**src/rtl/uart_pkg.sv**
```systemverilog
// Shared definitions for the UART transmit path.
//   DEFAULT_DATA_WIDTH : default byte width, matches the TX FIFO.
//   tx_state_e         : 3-bit state encoding of the TX scheduler.
package uart_pkg;

    localparam int unsigned DEFAULT_DATA_WIDTH = 8;

    typedef enum logic [2:0] {
        StIdle  = 3'd0,
        StFetch = 3'd1,
        StLoad  = 3'd2,
        StSend  = 3'd3,
        StGap   = 3'd4
    } tx_state_e;

endpackage

```
**src/rtl/sync_2ff.sv**
```systemverilog
// Two-flop synchronizer for a single asynchronous level input.
//   clk   : destination clock, rising edge
//   reset : synchronous, active-high; loads both flops with RESET_VALUE
//   d     : asynchronous input
//   q     : synchronized output, two cycles of latency
module sync_2ff #(
    parameter logic RESET_VALUE = 1'b0
) (
    input  logic clk,
    input  logic reset,
    input  logic d,
    output logic q
);

    logic meta;

    always_ff @(posedge clk) begin
        if (reset) begin
            meta <= RESET_VALUE;
            q    <= RESET_VALUE;
        end else begin
            meta <= d;
            q    <= meta;
        end
    end

endmodule

```
**src/rtl/uart_tx_scheduler.sv**
```systemverilog
// Moves bytes from the TX FIFO read port to the TX serializer handshake.
// Fetches are gated by enable and the synchronized CTS, and paced in bursts
// of BURST_LEN bytes separated by GAP_CYCLES idle cycles.
//   clk, reset       : clock and synchronous active-high reset
//   enable           : permits new fetches
//   cts_n            : asynchronous active-low clear-to-send
//   fifo_empty       : FIFO empty flag
//   fifo_read_enable : single-cycle read strobe to the FIFO
//   fifo_read_data   : registered FIFO data, valid the cycle after the strobe
//   tx_valid/tx_data : byte offered to the serializer
//   tx_ready         : serializer accept
//   busy             : scheduler not idle
//   bytes_sent       : accepted byte count, wraps
//   burst_done       : one-cycle pulse after a full burst
module uart_tx_scheduler
    import uart_pkg::*;
#(
    parameter int unsigned DATA_WIDTH = DEFAULT_DATA_WIDTH,
    parameter int unsigned BURST_LEN  = 16,
    parameter int unsigned GAP_CYCLES = 32,
    parameter int unsigned CNT_WIDTH  = 16
) (
    input  logic                  clk,
    input  logic                  reset,
    input  logic                  enable,
    input  logic                  cts_n,
    input  logic                  fifo_empty,
    output logic                  fifo_read_enable,
    input  logic [DATA_WIDTH-1:0] fifo_read_data,
    output logic                  tx_valid,
    output logic [DATA_WIDTH-1:0] tx_data,
    input  logic                  tx_ready,
    output logic                  busy,
    output logic [CNT_WIDTH-1:0]  bytes_sent,
    output logic                  burst_done
);

    // burst_cnt only needs to hold 0..BURST_LEN-1; gap_cnt holds 0..GAP_CYCLES.
    localparam int unsigned BurstW = (BURST_LEN > 2) ? $clog2(BURST_LEN) : 1;
    localparam int unsigned GapW   = (GAP_CYCLES > 1) ? $clog2(GAP_CYCLES + 1) : 1;

    tx_state_e         state;
    logic [BurstW-1:0] burst_cnt;
    logic [GapW-1:0]   gap_cnt;
    logic              cts_n_sync;
    logic              cts_ok;
    logic              go;
    logic              burst_last;

    // Idle level of cts_n is high (not clear to send).
    sync_2ff #(
        .RESET_VALUE (1'b1)
    ) u_cts_sync (
        .clk   (clk),
        .reset (reset),
        .d     (cts_n),
        .q     (cts_n_sync)
    );

    assign cts_ok     = ~cts_n_sync;
    assign go         = enable & cts_ok & ~fifo_empty;
    assign burst_last = (BURST_LEN != 0) && (burst_cnt == BurstW'(BURST_LEN - 1));

    always_ff @(posedge clk) begin
        if (reset) begin
            state            <= StIdle;
            fifo_read_enable <= 1'b0;
            tx_valid         <= 1'b0;
            tx_data          <= '0;
            bytes_sent       <= '0;
            burst_done       <= 1'b0;
            busy             <= 1'b0;
            burst_cnt        <= '0;
            gap_cnt          <= '0;
        end else begin
            fifo_read_enable <= 1'b0;
            burst_done       <= 1'b0;
            case (state)
                StIdle: begin
                    if (go) begin
                        state            <= StFetch;
                        fifo_read_enable <= 1'b1;
                        busy             <= 1'b1;
                    end
                end
                StFetch: begin
                    state <= StLoad;
                end
                StLoad: begin
                    tx_data  <= fifo_read_data;
                    tx_valid <= 1'b1;
                    state    <= StSend;
                end
                StSend: begin
                    if (tx_ready) begin
                        tx_valid   <= 1'b0;
                        bytes_sent <= bytes_sent + 1'b1;
                        if (burst_last) begin
                            burst_cnt  <= '0;
                            burst_done <= 1'b1;
                            gap_cnt    <= GapW'(GAP_CYCLES);
                            state      <= StGap;
                        end else begin
                            // Unlimited bursts never need the counter.
                            if (BURST_LEN != 0) begin
                                burst_cnt <= burst_cnt + 1'b1;
                            end
                            if (go) begin
                                state            <= StFetch;
                                fifo_read_enable <= 1'b1;
                            end else begin
                                state <= StIdle;
                                busy  <= 1'b0;
                            end
                        end
                    end
                end
                StGap: begin
                    // Leave when the decremented count reaches zero; a zero load
                    // still spends exactly one cycle here.
                    if (gap_cnt <= GapW'(1)) begin
                        gap_cnt <= '0;
                        state   <= StIdle;
                        busy    <= 1'b0;
                    end else begin
                        gap_cnt <= gap_cnt - 1'b1;
                    end
                end
                default: begin
                    state <= StIdle;
                    busy  <= 1'b0;
                end
            endcase
        end
    end

endmodule

```
**config.mk**
```make
export PLATFORM = sky130hd
export DESIGN_NAME = uart_tx_scheduler
export DESIGN_NICKNAME = d
export VERILOG_FILES = /design/src/rtl/uart_pkg.sv /design/src/rtl/sync_2ff.sv /design/src/rtl/uart_tx_scheduler.sv
export SDC_FILE = /design/constraint.sdc
export NUM_CORES = 1
export LEC_CHECK = 0
export CAP_MARGIN = 20
export CORE_MARGIN = 3
export CORE_UTILIZATION = 50
export DETAILED_ROUTE_END_ITERATION = 10
export HOLD_SLACK_MARGIN = 0.1
export PLACE_DENSITY = 0.87
export SYNTH_ARGS = -nofsm -noshare
export SYNTH_HDL_FRONTEND = slang
export SYNTH_SLANG_ARGS = --single-unit
export TNS_END_PERCENT = 10
```
**constraint.sdc**
```tcl
create_clock -name clk -period 2.6 [get_ports clk]
set_clock_uncertainty 0.1 [all_clocks]
set_input_delay 0.26 -clock clk [delete_from_list [all_inputs] [get_ports clk]]
set_output_delay 0.26 -clock clk [all_outputs]
set_load 0.005 [all_outputs]
```
==> reports/results.ini, run 1 <==
[power]
comb_power_share_pct=7.7
irDropWorstVdd_v=0.000375
p_int_w=0.000966
powerDensity_nw_per_um2=486
power_frac_clock_pct=36.9
p_sw_w=0.000262
swShare_pct=21.3
seqPwrFrac_pct=55.4
leakagePower_nw=0.892

[logic_synthesis]
synth_top_area_share_pct=44.0
synth_compound_area_share_pct=11.2
ys_ff_latch=43
yosys_most_used_dff=dfxtp_1
synthMuxAreaShare_pct=5.81
yosysMostFrequentCell=dfxtp_1
ys_seq_area_share_pct=44.0
synth_xor_area_share_pct=5.37
synth_edf_count=0
syn_avg_cell_area_sq_um=8.82
synth_common_cells=dfxtp_1, nor2_1, a21oi_1
netlist_area_sq_um=1960
syn_inst=222
yosys_warnings=0
synth_cell_type_count=43
synthArstFlopShare_pct=0
synthAdderAreaFrac_pct=2.56
synth_top_family_by_area=simple AND/OR/NAND/NOR gates
synth_area_leaders=dfxtp_1, nor2_1, mux2i_1
synth-simple-area-share_pct=26.9
yosysTopAreaCell=dfxtp_1
syn-num-nets=240

[grt]
overflow=0
grt_max_degree=14
grt_use_total_pct=18.9
grt_pass1_vias=1560
antenna_found_initial=0
grt_pass1_wl_um=6740

[drt]
wl_um=4020
ant_nets=0
drcViolationCount=0
wl_per_cell_um=12.8
firstDrtPassIters=4
drt_iter0_drc=138
num_vias=1724
viasPerCell=5.47

[floorplan]
start_util_pct=52.7
die_width_um=68.6
fp-row-count=22
die_h_um=68.6
coreArea_sq_um=3720
dieArea_sq_um=4700
io_pins=42

[sta]
relSlewSlack_pct=49.5
max_freq_ghz=0.506
hold_viol=0
finalSetupTns_ns=0
worst_slew_pin_slew_ns=0.752
fin_crit_ns=1.97
holdWs_ns=0.315
rsz0062_at_grt=false
final.period_utilization_pct=75.9
drv_slew=0
setup_viol=0

[cts]
h-tree-depth=2
clkSinkCount=43
cts_resized=0
cts_tree=yes
cts_setup_buffers=0
hold_buffers=0
clockRootBuffer=clkbuf_8
clockBufferDepth=2
clock_latency_ns=0.29
clk_pin_slew_ns=0.08
cts-buffers-inserted=5

[critical_path]
rr_worst_depth=4
crit_type=input pin to flop
setup.worst_path.start=tx_ready
max_stage_delay_ns=0.58
required_ns=2.68
end_kind=flop
r2r-end=bytes_sent[12]
start_kind=input pin
critPathCapture=bytes_sent[12]
rrSetupSlack_ns=0.65
arrival_ns=2.06
cp_max_fo=7
worstPathCellList=clkdlybuf4s50_1 -> and4b_1 -> nand3_2 -> or4_1 -> mux2_1
crit-reg2reg-launch=state[1]
slowest_stage=clkdlybuf4s50_1

[final_layout]
antennaDiodeCount=0
final_core_util_pct=67.9
area_growth_syn_to_layout_pct=28.9
final_area_sq_um=2520
fillCellCount=299
finalNetCount=284
drive_gt1_share_pct=8.99

[placement]
gp_congestion=0.793
placed_cell_area_sq_um=2420
port_buffers=41
hpwl_um=2930

[flow_run]
drv_cap=0

[status]
status=completed

[worst_hold_path]
hold_path.class=flop to flop

-- power by group through the flow --
stage,logic (W),clock network (W),registers (W)
3_5_place_dp,0.0000942,0,0.000696
2_1_floorplan,0.0000521,0,0.000691
4_1_cts,0.0000954,0.000466,0.000681
3_3_place_gp,0.0000916,0,0.000696
6_report,0.0000943,0.000453,0.000681
5_1_grt,0.000103,0.000490,0.000683
-- kinds of logic after synthesis --
group,count (synthesis)
adder cells (fa/ha/maj),4
flip-flops,43
AO/OA/AOI/OAI,34
XOR/XNOR,12
buffers and inverters,18
AND/OR/NAND/NOR,100
multiplexers,11
-- sequential cells by signal (all words and copies together), names as in the netlist --
name / count
busy: 1
u_cts_sync.q: 1
gap_cnt: 6
tx_data: 8
state: 3
u_cts_sync.meta: 1
tx_valid: 1
burst_done: 1
burst_cnt: 4
fifo_read_enable: 1
bytes_sent: 16
-- layer usage --
| layer | share of wire [%] | track usage (%) |
|---|---|---|
| met5 | 0 | 0 |
| met3 | 4.6 | 6.00 |
| met4 | 1.8 | 6.20 |
| met1 | 45 | 23.4 |
| met2 | 49 | 31.0 |
-- cells in the final DEF (no fill, tap or decap), types with 2 or more instances in the layout --
master           instances
or2_2                    3
mux2i_1                  8
or3_1                    7
inv_1                    7
nor3_1                  12
or4_1                    4
nor3b_1                  2
a21oi_1                 15
nand3_1                  7
xnor2_1                  7
xor2_1                   5
a21o_1                   2
mux2_2                   2
nor2b_1                  2
nand2b_1                 2
ha_1                     4
clkbuf_8                 7
nand2_1                 12
nor4_1                   3
dfxtp_1                 43
clkdlybuf4s50_1         41
a2bb2oi_1                4
nand4_1                  4
o31ai_1                  4
a211oi_1                 2
o21ai_0                  3
buf_4                    7
nor2_1                  33
-- worst min path at each step --
stage | endpoint | cells past startpoint | start
4_1_cts | u_cts_sync.q | 1 | u_cts_sync.meta
3_5_place_dp | u_cts_sync.q | 1 | u_cts_sync.meta
2_1_floorplan | u_cts_sync.meta | 1 | cts_n
3_3_place_gp | u_cts_sync.q | 1 | u_cts_sync.meta
5_1_grt | u_cts_sync.q | 1 | u_cts_sync.meta
6_report | u_cts_sync.q | 1 | u_cts_sync.meta
-- area by class of cell --
type | instances | area, sq um | share of cell area (%)
clock buffers | 8 | 100 | 3.96
inverters | 7 | 26.3 | 1.04
multi-input cells | 161 | 1010 | 40.2
flip-flops and latches | 43 | 861 | 34.1
well taps | 48 | 60.1 | 2.38
repair buffers | 48 | 463 | 18.3
-- metrics by stage --
step / total power [W] / cells / worst slack, ns
final: 0.00123 / 315 / 0.626
after global placement: 0.000787 / 307 / 0.373
after global routing: 0.00128 / 315 / 0.549
after floorplan: 0.000743 / 222 / 0.747
after CTS: 0.00124 / 315 / 0.638
after detailed placement: 0.000790 / 307 / 0.334
-- critical path: cells and delay by family --
kind / cells / cell delay (ns)
mux: 1 / 0.33
simple gates: 3 / 0.88
buf+inv: 1 / 0.58
No activity file was read; power rests on OpenSTA's default activity.
==> run 2, diff against run 1 <==
- CORE_UTILIZATION: 50 -> 45
- PLACE_DENSITY: 0.87 -> 0.83
- clock period: 2.6 -> 1.8 ns (I/O delays scaled with it)
==> reports/results.ini, run 2 (synthesis gave the netlist of run 1 again) <==
[cts]
cts-buffers-inserted=5
cts_setup_buffers=0
clockRootBuffer=clkbuf_8
h-tree-depth=2
clk_pin_slew_ns=0.08
clock_latency_ns=0.30
clockBufferDepth=2
clkSinkCount=43
cts_tree=yes

[power]
irDropWorstVdd_v=0.000417
leakagePower_nw=1.03
powerDensity_nw_per_um2=732
totalPowerFinal_w=0.00202

[sta]
setup_viol=0
fin_crit_ns=1.76
hold_viol=0
final.period_utilization_pct=97.5
max_freq_ghz=0.570
relSlewSlack_pct=77.6
drv_slew=0
finalSetupTns_ns=0
rsz0062_at_grt=true
worst_slew_pin_slew_ns=0.333

[drt]
drt_iter0_drc=101
firstDrtPassIters=4
drcViolationCount=0
wl_per_cell_um=13.5
num_vias=1815
wl_um=4560
viasPerCell=5.39
ant_nets=0

[final_layout]
finalNetCount=304
final_core_util_pct=67.5
final_common_cell=clkdlybuf4s50_1
drive_gt1_share_pct=19.2
reg_top3=bytes_sent x16, tx_data x8, gap_cnt x6
final_cell_mix=clkdlybuf4s50_1, dfxtp_1, nor2_1, buf_4, a21oi_1
area_growth_syn_to_layout_pct=40.9
antennaDiodeCount=0
largest_reg_flops=16
regMostFlops=bytes_sent

[worst_hold_path]
hold_path.class=flop to flop

[critical_path]
slowest_stage=or4_4
cp_max_fo=5
arrival_ns=1.85
end_kind=flop
required_ns=1.89
crit_type=flop to flop
worstPathCellList=and4b_1 -> nand3_2 -> or4_4 -> mux2_4
max_stage_delay_ns=0.53
start_kind=flop

[flow_run]
drv_cap=0

[grt]
grt_pass1_vias=1705
overflow=0
grt_use_total_pct=18.4
grt_pass1_wl_um=7580
antenna_found_initial=0
grt_max_degree=29

[floorplan]
io_pins=42
dieArea_sq_um=5180
coreArea_sq_um=4090
fp-row-count=23
die_width_um=72.0
die_h_um=72.0
start_util_pct=47.9

[placement]
hpwl_um=3260
port_buffers=41
gp_congestion=0.818

[status]
status=completed

-- run 2: cell type report --
class / instances / area [sq um]
fill: 321 / 1330
multi-input combinational: 161 / 1040
clock inverter: 2 / 60.1
sequential: 43 / 867
clock buffer: 6 / 72.6
tap: 50 / 62.6
inverter: 7 / 26.3
timing repair buffer: 68 / 628
-- run 2: path summary, 6_finish.rpt --
| path | startpoint | end | slack (ns) | depth (start not counted) |
|---|---|---|---|---|
| setup / recovery | state[2] | bytes_sent[12] | 0.04 | 4 |
| hold / removal | u_cts_sync.meta | u_cts_sync.q | 0.32 | 1 |
| setup reg to reg | state[2] | bytes_sent[12] | 0.04 | 4 |
| hold reg to reg | u_cts_sync.meta | u_cts_sync.q | 0.32 | 1 |
-- run 2: power by group --
part           internal, W  switching, W  total, W
registers         0.000968     0.0000102  0.000978
logic            0.0000881     0.0000687  0.000157
clock network     0.000555      0.000329  0.000883
-- run 2: timing repair --
| action | 4_1_cts | 5_1_grt |
|---|---|---|
| endpoints found under the hold margin | 0 | 0 |
| resized for setup | 4 | 8 |
| pin swaps | 0 | 1 |
| endpoints found under the setup margin | 2 | 2 |
| hold buffers | 0 | 0 |
-- run 2: metal layers --
metal,GRT usage (%),wire [um],up-vias
li1,-,-,911
met1,23.3,2060,859
met2,29.8,2250,41
met3,4.29,203,4
met4,8.35,48,0
met5,0,0,-
-- run 2: worst max-delay path, delay by kind of cell, from the launching register on --
family | cells | cell delay (ns)
flip-flops | 1 | 0.34
AND/OR/NAND/NOR | 3 | 0.90
multiplexers | 1 | 0.31
-- run 2: stage by stage --
stage / std cells / area [sq um] / hold WS, ns / setup WS, ns
global route: 337 / 2760 / 0.328 / -0.00352
global placement: 329 / 2590 / 0.293 / -0.253
finish: 337 / 2760 / 0.316 / 0.0444
CTS: 337 / 2740 / 0.319 / 0.00882
floorplan: 222 / 1960 / 0.184 / -0.0526
detailed placement: 329 / 2590 / 0.298 / -0.306
==> run 3, diff against run 2 <==
- CORE_UTILIZATION: 45 -> 56
- DONT_BUFFER_PORTS: not set -> 1
- PLACE_DENSITY: 0.83 -> 0.82
- SETUP_SLACK_MARGIN: not set -> 0.3
==> reports/results.ini, run 3 (synthesis gave the netlist of run 1 again) <==
[critical_path]
max_stage_delay_ns=0.40
crit_top_cell=inv_1
cp_max_fo=5
start_kind=flop
required_ns=2.00
path_buf_inv=2
critPathCapture=gap_cnt[4]
arrival_ns=1.94
worstPathCellList=inv_1 -> ha_1 -> inv_1 -> or3_1 -> or4_1 -> a21oi_1
rrSetupSlack_ns=0.07
critical_path.top_delay_family=simple AND/OR/NAND/NOR gates
cp.depth=6
end_kind=flop
crit_type=flop to flop
rr_worst_depth=6
r2r-end=gap_cnt[4]
setup.worst_path.start=gap_cnt[1]
crit-reg2reg-launch=gap_cnt[1]
slowest_stage=or4_1

[sta]
fin_ws_ns=0.0656
setup_viol=0
final.period_utilization_pct=96.4
hold_viol=0
relSlewSlack_pct=75.8
drv_slew=0
fin_crit_ns=1.73
worst_slew_pin_slew_ns=0.359
max_freq_ghz=0.577
rsz0062_at_grt=true

[cts]
h-tree-depth=2
cts_tree=yes
clockRootBuffer=clkbuf_4
cts-buffers-inserted=5
clock_latency_ns=0.36
clockBufferDepth=2
clkSinkCount=43
clk_pin_slew_ns=0.13

[placement]
hpwl_um=2840
place_worst_setup_slack_ns=0.0634
port_buffers=0
gp_congestion=0.779

[power]
leakagePower_nw=0.901
power_frac_clock_pct=32.5
powerDensity_nw_per_um2=677
comb_power_share_pct=7.3
irDropWorstVdd_v=0.000476
totalPowerFinal_w=0.00163
swShare_pct=22.7
p_int_w=0.00126
seqPwrFrac_pct=60.2
p_sw_w=0.000370

[drt]
viasPerCell=5.59
drcViolationCount=0
wl_um=4210
num_vias=1682
ant_nets=0
drt_iter0_drc=110
wl_per_cell_um=14.0
firstDrtPassIters=4

[worst_hold_path]
min_from=enable
hold_path.class=input pin to flop

[final_layout]
regMostFlops=bytes_sent
largest_reg_flops=16
antennaDiodeCount=0
final_core_util_pct=75.1
drive_gt1_share_pct=21.0
area_growth_syn_to_layout_pct=22.8
final_common_cell=dfxtp_1
reg_top3=bytes_sent x16, tx_data x8, gap_cnt x6
final_cell_mix=dfxtp_1, nor2_1, buf_4, a21oi_1, dlygate4sd3_1
finalNetCount=274

[grt]
grt_pass1_vias=1583
grt_max_degree=45
overflow=0
busiest_layer=met2
use_met1_pct=25.2
grt_use_total_pct=21.1
grt_pass1_wl_um=7000
use_met3_pct=7.01
use_met2_pct=36.0
antenna_found_initial=0

[floorplan]
die_h_um=65.1
die_width_um=65.1
dieArea_sq_um=4240
start_util_pct=61.1
fp-row-count=20
coreArea_sq_um=3200
io_pins=42

[flow_run]
drv_cap=0

[status]
status=completed

## run 3: power groups by stage
stage               registers (W)  clock network (W)  logic [W]
finish                   0.000979           0.000529   0.000119
global route             0.000982           0.000577   0.000133
CTS                      0.000980           0.000544   0.000120
detailed placement        0.00100                  0  0.0000765
global placement          0.00100                  0  0.0000744
floorplan                0.000998                  0  0.0000753
## run 3: final cells by class
type | instances | area (sq um)
tap | 44 | 55.1
inverter | 7 | 26.3
multi-input combinational | 161 | 1060
timing repair buffer | 38 | 330
fill | 262 | 798
clock buffer | 8 | 68.8
sequential | 43 | 868
## run 3: worst min-delay path by stage
stage	slack (ns)	cells past startpoint	end
6_report	0.17	4	busy
5_1_grt	0.17	4	busy
4_1_cts	0.15	4	busy
3_5_place_dp	0.16	1	bytes_sent[1]
3_3_place_gp	0.15	1	bytes_sent[1]
2_1_floorplan	0.18	1	u_cts_sync.meta
## run 3: per-layer routing
layer / up-vias / routed length, um / share of wire (%)
li1: 849 / - / -
met1: 784 / 1860 / 44
met4: 0 / 50 / 1.2
met5: - / 0 / 0
met2: 43 / 2030 / 48
met3: 6 / 275 / 6.5
## run 3: tightest hold or removal path, cell delays in order
cell	delay, ns
nor3b_1	0.13
a21oi_1	0.11
or3_1	0.11
a21oi_1	0.06
## run 3: stage by stage
stage,TNS [ns],cell area [sq um],std cells,hold slack (ns)
floorplan,-0.0526,1960,222,0.184
global placement,0,2130,278,0.155
detailed placement,0,2130,278,0.157
CTS,0,2370,300,0.148
global route,0,2400,301,0.169
finish,0,2400,301,0.169
## run 3: repair_timing
item / in CTS / in global routing
endpoints found under the setup margin: 16 / 22
endpoints found under the hold margin: 43 / 0
pin swaps: 0 / 1
hold buffers: 14 / 0
buffers inserted: 0 / 1
gates resized for setup: 8 / 5
